==> config.mk <==
export PLATFORM = sky130hd
export DESIGN_NAME = bp_be_dcache_pkt_encoder_flat
export DESIGN_NICKNAME = d
export VERILOG_FILES = /design/src/rtl/bp_be_dcache_pkt_encoder_if.sv /design/src/rtl/bp_be_dcache_pkt_encoder.sv /design/src/flat_wrapper.sv
export SDC_FILE = /design/constraint.sdc
export NUM_CORES = 1
export LEC_CHECK = 0
export BUFFER_PORTS_ARGS = -buffer_cell sky130_fd_sc_hd__buf_2
export CAP_MARGIN = 20
export CELL_PAD_IN_SITES_DETAIL_PLACEMENT = 1
export CELL_PAD_IN_SITES_GLOBAL_PLACEMENT = 1
export CORE_MARGIN = 3
export CORE_UTILIZATION = 26
export CTS_BUF_LIST = sky130_fd_sc_hd__clkbuf_2 sky130_fd_sc_hd__clkbuf_4 sky130_fd_sc_hd__clkbuf_8
export CTS_CLUSTER_DIAMETER = 200
export DETAILED_ROUTE_END_ITERATION = 6
export GPL_TIMING_DRIVEN = 1
export PLACE_DENSITY = 0.59
export SYNTH_ARGS = -nofsm -noshare
export SYNTH_HDL_FRONTEND = slang
export SYNTH_SLANG_ARGS = --single-unit
==> constraint.sdc <==
create_clock -name clk_i -period 2.6 [get_ports clk_i]
set_clock_uncertainty 0.05 [all_clocks]
set_input_delay 0.78 -clock clk_i [delete_from_list [all_inputs] [get_ports clk_i]]
set_output_delay 0.78 -clock clk_i [all_outputs]
set_load 0.01 [all_outputs]
==> src/rtl/bp_be_dcache_pkt_encoder_if.sv <==
// Dcache request encoder: packet types and the request/packet/error bundle.
// Request side is valid/ready, packet side is valid/ready, error side is a bare pulse.
// The slave modport is the encoder's view; master is the view of the pipe plus dcache around it.
package bp_be_dcache_pkt_encoder_pkg;

  localparam int vaddr_width_p  = 39;
  localparam int dword_width_gp = 64;

  // The order matters: the encoder reaches size and AMO variants by offsetting from a base op.
  typedef enum logic [5:0] {
    e_dcache_op_lb = 6'd0, e_dcache_op_lh, e_dcache_op_lw, e_dcache_op_ld,
    e_dcache_op_lbu, e_dcache_op_lhu, e_dcache_op_lwu,
    e_dcache_op_sb, e_dcache_op_sh, e_dcache_op_sw, e_dcache_op_sd,
    e_dcache_op_lrw, e_dcache_op_lrd, e_dcache_op_scw, e_dcache_op_scd,
    e_dcache_op_amoswapw, e_dcache_op_amoaddw, e_dcache_op_amoxorw, e_dcache_op_amoandw,
    e_dcache_op_amoorw, e_dcache_op_amominw, e_dcache_op_amomaxw, e_dcache_op_amominuw,
    e_dcache_op_amomaxuw,
    e_dcache_op_amoswapd, e_dcache_op_amoaddd, e_dcache_op_amoxord, e_dcache_op_amoandd,
    e_dcache_op_amoord, e_dcache_op_amomind, e_dcache_op_amomaxd, e_dcache_op_amominud,
    e_dcache_op_amomaxud,
    e_dcache_op_flw, e_dcache_op_fld, e_dcache_op_fsw, e_dcache_op_fsd,
    e_dcache_op_fencei
  } bp_be_dcache_op_e;

  typedef struct packed {
    bp_be_dcache_op_e            opcode;
    logic [vaddr_width_p-1:0]    vaddr;
    logic [dword_width_gp-1:0]   data;
    logic                        no_amo_return;
  } bp_be_dcache_pkt_s;

endpackage

interface bp_be_dcache_pkt_encoder_if;
  import bp_be_dcache_pkt_encoder_pkg::*;

  logic                       req_v_i;
  logic                       req_ready_and_o;
  logic [2:0]                 req_class_i;
  logic [1:0]                 req_size_i;
  logic                       req_unsigned_i;
  logic [3:0]                 req_amo_i;
  logic                       req_no_return_i;
  logic [vaddr_width_p-1:0]   req_vaddr_i;
  logic [dword_width_gp-1:0]  req_data_i;
  logic                       pkt_v_o;
  bp_be_dcache_pkt_s          pkt_o;
  logic                       pkt_ready_and_i;
  logic                       err_v_o;
  logic                       err_illegal_o;
  logic                       err_misaligned_o;
  logic [vaddr_width_p-1:0]   err_vaddr_o;

  modport slave (
    input  req_v_i, req_class_i, req_size_i, req_unsigned_i, req_amo_i, req_no_return_i,
           req_vaddr_i, req_data_i, pkt_ready_and_i,
    output req_ready_and_o, pkt_v_o, pkt_o, err_v_o, err_illegal_o, err_misaligned_o, err_vaddr_o
  );

  modport master (
    output req_v_i, req_class_i, req_size_i, req_unsigned_i, req_amo_i, req_no_return_i,
           req_vaddr_i, req_data_i, pkt_ready_and_i,
    input  req_ready_and_o, pkt_v_o, pkt_o, err_v_o, err_illegal_o, err_misaligned_o, err_vaddr_o
  );

endinterface

==> src/rtl/bp_be_dcache_pkt_encoder.sv <==
// Encodes classified memory requests into dcache packets, checks legality/alignment.
// Latency: packet or error visible 1 cycle after accept; no bypass through the FIFO.
// Backpressure: ready drops on a full FIFO (registered count), on fencei with a non-empty FIFO, and in FENCE.
module bp_be_dcache_pkt_encoder
  import bp_be_dcache_pkt_encoder_pkg::*;
#(
  parameter int els_p = 2
) (
  input  logic                        clk_i,
  input  logic                        reset_n_i,
  bp_be_dcache_pkt_encoder_if.slave   io
);

  localparam int ptr_w = (els_p > 1) ? $clog2(els_p) : 1;
  localparam int cnt_w = $clog2(els_p + 1);
  localparam logic [ptr_w-1:0] ptr_last = ptr_w'(els_p - 1);
  localparam logic [cnt_w-1:0] cnt_full = cnt_w'(els_p);

  typedef enum logic {e_run, e_fence} state_e;

  state_e                     state_q, state_d;
  bp_be_dcache_pkt_s          mem_q [els_p];
  bp_be_dcache_pkt_s          mem_d [els_p];
  logic [ptr_w-1:0]           wr_ptr_q, wr_ptr_d, rd_ptr_q, rd_ptr_d;
  logic [cnt_w-1:0]           count_q, count_d;
  logic                       err_v_q, err_v_d;
  logic                       err_illegal_q, err_illegal_d;
  logic                       err_misaligned_q, err_misaligned_d;
  logic [vaddr_width_p-1:0]   err_vaddr_q, err_vaddr_d;

  logic                       is_fencei, illegal, misaligned, accept, push, pop;
  logic                       wide;
  bp_be_dcache_pkt_s          pkt_enc;

  function automatic bp_be_dcache_op_e op_at(bp_be_dcache_op_e base, logic [3:0] off);
    return bp_be_dcache_op_e'(6'(base) + 6'(off));
  endfunction

  assign is_fencei = (io.req_class_i == 3'd5);
  assign wide      = io.req_size_i[1];

  // Classify the request: build its packet and flag illegal / misaligned combinations
  always_comb begin
    illegal    = 1'b0;
    misaligned = 1'b0;
    pkt_enc    = '0;
    pkt_enc.vaddr = io.req_vaddr_i;
    pkt_enc.data  = io.req_data_i;
    case (io.req_class_i)
      3'd0: begin
        illegal = io.req_unsigned_i & (io.req_size_i == 2'd3);
        pkt_enc.opcode = op_at(io.req_unsigned_i ? e_dcache_op_lbu : e_dcache_op_lb,
                               4'(io.req_size_i));
      end
      3'd1: begin
        illegal = io.req_unsigned_i;
        pkt_enc.opcode = op_at(e_dcache_op_sb, 4'(io.req_size_i));
      end
      3'd2, 3'd3: begin
        illegal = io.req_unsigned_i | ~wide;
        pkt_enc.opcode = op_at((io.req_class_i == 3'd2) ? e_dcache_op_lrw : e_dcache_op_scw,
                               4'(io.req_size_i[0]));
        pkt_enc.no_amo_return = io.req_no_return_i;
      end
      3'd4: begin
        illegal = io.req_unsigned_i | ~wide | (io.req_amo_i > 4'd8);
        pkt_enc.opcode = op_at(io.req_size_i[0] ? e_dcache_op_amoswapd : e_dcache_op_amoswapw,
                               io.req_amo_i);
        pkt_enc.no_amo_return = io.req_no_return_i;
      end
      3'd5: begin
        illegal = io.req_unsigned_i;
        pkt_enc.opcode = e_dcache_op_fencei;
        pkt_enc.vaddr  = '0;
        pkt_enc.data   = '0;
      end
      default: begin
        illegal = io.req_unsigned_i | ~wide;
        pkt_enc.opcode = op_at((io.req_class_i == 3'd6) ? e_dcache_op_flw : e_dcache_op_fsw,
                               4'(io.req_size_i[0]));
      end
    endcase
    case (io.req_size_i)
      2'd1:    misaligned = io.req_vaddr_i[0];
      2'd2:    misaligned = |io.req_vaddr_i[1:0];
      2'd3:    misaligned = |io.req_vaddr_i[2:0];
      default: misaligned = 1'b0;
    endcase
    if (is_fencei || illegal) misaligned = 1'b0;
  end

  assign io.req_ready_and_o = reset_n_i & (state_q == e_run) & (count_q != cnt_full)
                              & (~is_fencei | (count_q == '0));
  assign accept = io.req_v_i & io.req_ready_and_o;
  assign push   = accept & ~illegal & ~misaligned;
  assign io.pkt_v_o = (count_q != '0);
  assign io.pkt_o   = mem_q[rd_ptr_q];
  assign pop    = io.pkt_v_o & io.pkt_ready_and_i;

  assign io.err_v_o          = err_v_q;
  assign io.err_illegal_o    = err_illegal_q;
  assign io.err_misaligned_o = err_misaligned_q;
  assign io.err_vaddr_o      = err_vaddr_q;

  // FIFO pointers/storage, fence FSM and the one-cycle error report
  always_comb begin
    mem_d    = mem_q;
    wr_ptr_d = wr_ptr_q;
    rd_ptr_d = rd_ptr_q;
    count_d  = count_q;
    state_d  = state_q;
    if (push) begin
      mem_d[wr_ptr_q] = pkt_enc;
      wr_ptr_d = (wr_ptr_q == ptr_last) ? '0 : wr_ptr_q + 1'b1;
    end
    if (pop) rd_ptr_d = (rd_ptr_q == ptr_last) ? '0 : rd_ptr_q + 1'b1;
    if (push && !pop) count_d = count_q + 1'b1;
    else if (pop && !push) count_d = count_q - 1'b1;
    case (state_q)
      e_run:   if (push && is_fencei) state_d = e_fence;
      default: if (pop && io.pkt_o.opcode == e_dcache_op_fencei) state_d = e_run;
    endcase
    err_v_d          = accept & (illegal | misaligned);
    err_illegal_d    = accept & illegal;
    err_misaligned_d = accept & misaligned;
    err_vaddr_d      = err_v_d ? io.req_vaddr_i : '0;
  end

  // State registers; reset drops every buffered packet
  always_ff @(posedge clk_i or negedge reset_n_i) begin
    if (!reset_n_i) begin
      for (int i = 0; i < els_p; i++) mem_q[i] <= '0;
      wr_ptr_q         <= '0;
      rd_ptr_q         <= '0;
      count_q          <= '0;
      state_q          <= e_run;
      err_v_q          <= 1'b0;
      err_illegal_q    <= 1'b0;
      err_misaligned_q <= 1'b0;
      err_vaddr_q      <= '0;
    end else begin
      mem_q            <= mem_d;
      wr_ptr_q         <= wr_ptr_d;
      rd_ptr_q         <= rd_ptr_d;
      count_q          <= count_d;
      state_q          <= state_d;
      err_v_q          <= err_v_d;
      err_illegal_q    <= err_illegal_d;
      err_misaligned_q <= err_misaligned_d;
      err_vaddr_q      <= err_vaddr_d;
    end
  end

endmodule
==> src/flat_wrapper.sv <==
// flat-port wrapper written by rule: the top's interface ports become plain ports
module bp_be_dcache_pkt_encoder_flat import bp_be_dcache_pkt_encoder_pkg::*;
#(
  parameter int els_p = 2
)
  (clk_i, reset_n_i, io_req_v_i, io_req_class_i, io_req_size_i, io_req_unsigned_i, io_req_amo_i, io_req_no_return_i, io_req_vaddr_i, io_req_data_i, io_pkt_ready_and_i, io_req_ready_and_o, io_pkt_v_o, io_pkt_o, io_err_v_o, io_err_illegal_o, io_err_misaligned_o, io_err_vaddr_o);
  bp_be_dcache_pkt_encoder_if io_i ();
  input  logic clk_i;
  input  logic reset_n_i;
  input wire logic [$bits(io_i.req_v_i)-1:0] io_req_v_i;
  input wire logic [$bits(io_i.req_class_i)-1:0] io_req_class_i;
  input wire logic [$bits(io_i.req_size_i)-1:0] io_req_size_i;
  input wire logic [$bits(io_i.req_unsigned_i)-1:0] io_req_unsigned_i;
  input wire logic [$bits(io_i.req_amo_i)-1:0] io_req_amo_i;
  input wire logic [$bits(io_i.req_no_return_i)-1:0] io_req_no_return_i;
  input wire logic [$bits(io_i.req_vaddr_i)-1:0] io_req_vaddr_i;
  input wire logic [$bits(io_i.req_data_i)-1:0] io_req_data_i;
  input wire logic [$bits(io_i.pkt_ready_and_i)-1:0] io_pkt_ready_and_i;
  output wire logic [$bits(io_i.req_ready_and_o)-1:0] io_req_ready_and_o;
  output wire logic [$bits(io_i.pkt_v_o)-1:0] io_pkt_v_o;
  output wire logic [$bits(io_i.pkt_o)-1:0] io_pkt_o;
  output wire logic [$bits(io_i.err_v_o)-1:0] io_err_v_o;
  output wire logic [$bits(io_i.err_illegal_o)-1:0] io_err_illegal_o;
  output wire logic [$bits(io_i.err_misaligned_o)-1:0] io_err_misaligned_o;
  output wire logic [$bits(io_i.err_vaddr_o)-1:0] io_err_vaddr_o;
  assign io_i.req_v_i = io_req_v_i;
  assign io_i.req_class_i = io_req_class_i;
  assign io_i.req_size_i = io_req_size_i;
  assign io_i.req_unsigned_i = io_req_unsigned_i;
  assign io_i.req_amo_i = io_req_amo_i;
  assign io_i.req_no_return_i = io_req_no_return_i;
  assign io_i.req_vaddr_i = io_req_vaddr_i;
  assign io_i.req_data_i = io_req_data_i;
  assign io_i.pkt_ready_and_i = io_pkt_ready_and_i;
  assign io_req_ready_and_o = io_i.req_ready_and_o;
  assign io_pkt_v_o = io_i.pkt_v_o;
  assign io_pkt_o = io_i.pkt_o;
  assign io_err_v_o = io_i.err_v_o;
  assign io_err_illegal_o = io_i.err_illegal_o;
  assign io_err_misaligned_o = io_i.err_misaligned_o;
  assign io_err_vaddr_o = io_i.err_vaddr_o;
  bp_be_dcache_pkt_encoder #(.els_p(els_p)) u_core (.clk_i(clk_i), .reset_n_i(reset_n_i), .io(io_i));
endmodule
After elaboration in Yosys (flattened, before gate mapping)
Cells that the tools add are included.

Output and inout bits: 154. Logic and storage cells: 103. Register bits after elaboration: 267.

Order comparisons: 4. Equal/unequal tests: 11. Multiplexer cells: 24. Bitwise operators: 22. Reductions and logical operators: 17. Add/sub/neg operators: 9.

Operators by type and width (number): 110-bit 2-to-1 mux (4); 220-bit bitwise mux (1); 110-bit demux with 1-bit select (1); 103-bit 2-to-1 mux (1); 39-bit 2-to-1 mux (1); 6-bit case mux with 5 select lines (1); 6-bit by 1-bit adder with 6-bit output (2); 1-bit AND (11); 3-bit equality test (second input constant) (3); 1-bit 2-to-1 mux (7); 6-bit by 2-bit adder with 6-bit output (1); 6-bit by 4-bit adder with 6-bit output (1); 3-bit by 2-bit equality test with 1-bit output (second input constant) (2); 6-bit equality test (second input constant) (1); 2-bit 2-to-1 mux (3); 3-bit 2-to-1 mux (2); 1-bit case mux with 3 select lines (2); 2-bit OR reduction (3); 3-bit OR reduction (2); 1-bit logical AND (5); 5-bit 2-to-1 mux (1); 1-bit inverter (5); 3-bit by 2-bit adder with 4-bit output (first input constant) (1); 2-bit equality test (second input constant) (2); 16 further kinds (24).

Depth between registers and ports, before layout
Depth after elaboration: 12. Depth in mapped cells: 10. Depth with buffers taken out: 10.

Worst setup path before layout
No wires, ideal clock.

Kind: input port to flip-flop. Start: in io_req_amo_i[1]. End: reg u_core.mem_q[165] (netlist name). Path slack: -0.055 ns. Path buffers: 2. Stages: 7. Arrival: 2.480 ns. Path through: or3_1 -> a311o_1 -> a21oi_2 -> and3_1 -> buf_6 -> buf_6 -> mux2_2.

Cells in the longest elaborated chain, start to end: 7.

Ends and longest elaborated chain: start, declared (line flat_wrapper.sv:14) `input wire logic [$bits(io_i.req_amo_i)-1:0] io_req_amo_i;`; 4-bit greater-than comparator (*) (line bp_be_dcache_pkt_encoder.sv:66) `illegal = io.req_unsigned_i | ~wide | (io.req_amo_i > 4'd8);`; 1-bit OR (*) (line bp_be_dcache_pkt_encoder.sv:66); 1-bit case mux with 3 select lines (*) (line bp_be_dcache_pkt_encoder.sv:49) `case (io.req_class_i)`; 1-bit logical OR (line bp_be_dcache_pkt_encoder.sv:89) `if (is_fencei || illegal) misaligned = 1'b0;`; 1-bit 2-to-1 mux (line bp_be_dcache_pkt_encoder.sv:89); 1-bit inverter (line bp_be_dcache_pkt_encoder.sv:95) `assign push = accept & ~illegal & ~misaligned;`; 1-bit AND (*) (line bp_be_dcache_pkt_encoder.sv:95); end signal, assigned (line bp_be_dcache_pkt_encoder.sv:142) `mem_q <= mem_d;`; end, declared (line bp_be_dcache_pkt_encoder.sv:22) `bp_be_dcache_pkt_s mem_q [els_p];`.

Every way passes the cells marked *; elsewhere a longest branch is shown, timed or not. A chain may end at the register's enable or synchronous reset.

Worst setup path in the final report
Start: reg u_core.rd_ptr_q. End: out io_pkt_o[39].

Cells in the longest elaborated chain, start to end: 4.

Ends and longest elaborated chain: start, declared (line bp_be_dcache_pkt_encoder.sv:24) `logic [ptr_w-1:0] wr_ptr_q, wr_ptr_d, rd_ptr_q, rd_ptr_d;`; start signal, assigned (line bp_be_dcache_pkt_encoder.sv:144) `rd_ptr_q <= rd_ptr_d;`; 1-bit inverter with 2-bit output (not written as such) (line bp_be_dcache_pkt_encoder.sv:97) `assign io.pkt_o = mem_q[rd_ptr_q];`; 110-bit 2-to-1 mux (not written as such) (3 in a row) (line bp_be_dcache_pkt_encoder.sv:97); end, declared (line flat_wrapper.sv:21) `output wire logic [$bits(io_i.pkt_o)-1:0] io_pkt_o;`.

Every way passes these cells. The select of a mux whose other input is x is not followed.

==> results.md <==
- Setup slack after layout: -172 ps
- Non-filler cells, final: 1,877
- Slew @ Worst Pin: 907 ps
- Die area: 51,500 µm²
- Die Span X: 227 µm
- CP Max Fanout: 27
- Share of flip-flops with an asynchronous set or reset: 100%
- Vias: 8,113
- CTS HTree Levels: 2
- Top FF cell, synth: dfrtp_1
- Critical Path RT: 1770 ps
- DRT iter0 DRCs: 330
- Crit path arrival time: 1940 ps
- Antenna violations before repair: 2
- First-pass GRT wire length: 53,500 µm
- Mean Syn Cell Area: 14.2 µm²
- Root Buffer: clkbuf_8
- Tot Pwr: 0.0185 W
- Core area: 47,900 µm²
- Syn Nets: 1,022
- Reg-to-reg critical path startpoint: u_core.count_q[0]
- Syn Inst Count: 893
- Worst setup startpoint: u_core.rd_ptr_q
- MaxCap Viol Count: 0
- # setup viols final: 110
- Maximum clock path buffer count: 3
- Filler cell count: 5,225
- Final period util: 107%
- Die H: 227 µm
- Hold WC Path Type: in -> async
- Hold Violations, Final: 0
- Vias in the first global route: 9,282
- Leakage: 8.35 nW
- Fin Hold WS: 151 ps
- Final HPWL DP: 22,500 µm
- Leading area contributor after synthesis: dfrtp_1
- CP Launch Type: flop
- Most common library cells after synthesis: dfrtp_1, mux2_2, and2_1, mux2_4, mux2_1
- Share of layout cells above drive strength 1: 57.1%
- Dpl ws: -412 ps
- Most frequent cell after synthesis: dfrtp_1
- GRT Total Usage: 13.4%
- FMAX: 0.361 GHz
- GP Congestion: 0.729
- Final net count: 1,350
- CTS sink cnt: 267
- RSZ-0062 raised after global routing: yes
- Initial Utilization: 26.5%
- Pwr Density: 1130 nW/µm²
- Pre-antenna DRT Iters: 3
- # DRC: 0
- Clk Latency, worst-skew pair: 600 ps
- Register area share after synthesis: 52.7%
- Total wire length: 34,800 µm
- VDD IR max: 503 µV
- Number of port buffers: 271
- Area grow syn2layout: 29.4%
- Setup TNS: -13,770 ps
- # IOs: 272
- WS Path Type: reg -> out
- Remaining antenna violation count: 0
- Synthesized area: 12,700 µm²
- Grt total ovfl: 0
- Rel. slew slack: 39.5%
- CTS tree: built
- Synthesis-stage register bit count: 267
- Final min period: 2770 ps
- Worst Setup End Kind: output pin
- Synth area leaders: dfrtp_1, mux2_2, mux2_4
- Status: finished with violations
- Post-synth top area share: 52.7%
- Cells after DPL: 1,775
- Drt via density: 4.32
- Failing checks: negative setup slack
- Routed wire length per instance: 18.6 µm
- Synth cell types: 42
- TritonCTS Buffers: 51
- Row Count: 80
- Largest net degree at the start of global routing: 147
- Slew Viols, Final: 0
- Reg clk slew, reported paths: 60 ps
- Warnings, synthesis: 0
- Post-synth EDFFs: 0
[kinds of logic (layout without fill, tap and decap cells)]
| group | Yosys count | in the layout | share of synthesized area [%] |
|---|---|---|---|
| adder cells (fa/ha/maj) | 11 | 11 | 1.14 |
| other | 0 | 1 | 0 |
| XOR/XNOR | 8 | 8 | 0.552 |
| multiplexers | 330 | 330 | 32.2 |
| flip-flops | 267 | 267 | 52.7 |
| AO/OA/AOI/OAI | 29 | 29 | 1.57 |
| AND/OR/NAND/NOR | 180 | 180 | 8.55 |
| buffers and inverters | 68 | 436 | 3.31 |
[where the power goes]
part / internal (W) / total (W) / switching (W)
clock: 0.00270 / 0.00458 / 0.00189
combinational: 0.00415 / 0.00729 / 0.00314
sequential: 0.00580 / 0.00665 / 0.000846
[final timing paths]
| path | to | slack, ps | cells after the start |
|---|---|---|---|
| worst max-delay path | io_pkt_o[39] | -170 | 4 |
| worst min-delay path | u_core.mem_q[186] | 150 | 2 |
| min in group clk_i | u_core.io.err_vaddr_o[6] | 340 | 2 |
| worst max register to register | u_core.mem_q[208] | 480 | 7 |
| worst min register to register | u_core.mem_q[112] | 430 | 1 |
| max in group asynchronous | u_core.mem_q[52] | 1170 | 3 |
[routing by layer]
metal  track usage (%)  part of all wire, %
met1              17.3                   45
met2              21.7                   47
met3              3.78                  6.1
met4              4.22                  1.9
met5                 0                    0
[cells in the final DEF, fill, tap and decap left out, drive strengths merged, types with 7 or more instances in the layout]
cell type,count
and2,144
buf,329
clkbuf,84
clkinv,9
dfrtp,267
ha,10
inv,12
mux2,327
nand2,8
nor2,7
o21ai,7
[through the flow]
step | utilization, % | instance area [µm²]
CTS | 34.1 | 16400
detailed placement | 31.4 | 15100
finish | 34.2 | 16400
floorplan | - | 12700
global route | 34.2 | 16400
global placement | 31.4 | 15100
[worst max-delay path, cell delays in order, from the launching register on]
cell     delay [ps]
dfrtp_4         420
buf_12          150
buf_16          200
mux2_2          390
buf_2           150
[timing repair]
item,in CTS,in global routing
resized for setup,12,1
hold buffers,0,0
endpoints found under the setup margin,110,110
buffers inserted,3,0
gates cloned,3,2
[area by class of cell]
type	count	area, µm²	area share (%)
multi-input combinational	558	5630	34.3
antenna	1	2.50	0.0152
timing repair buffer	331	2150	13.1
clock buffer	82	1030	6.27
sequential	267	6690	40.7
clock inverter	11	105	0.640
inverter	12	45.0	0.274
tap	615	769	4.69
[flip-flops by register name, indices dropped and copies added (netlist names)]
name and cells:
u_core.count_q 2, u_core.io.err_illegal_o 1, u_core.io.err_misaligned_o 1, u_core.io.err_v_o 1, u_core.io.err_vaddr_o 39, u_core.mem_q 220, u_core.rd_ptr_q 1, u_core.state_q 1
u_core.wr_ptr_q 1
No activity file was read; power rests on OpenSTA's default activity.
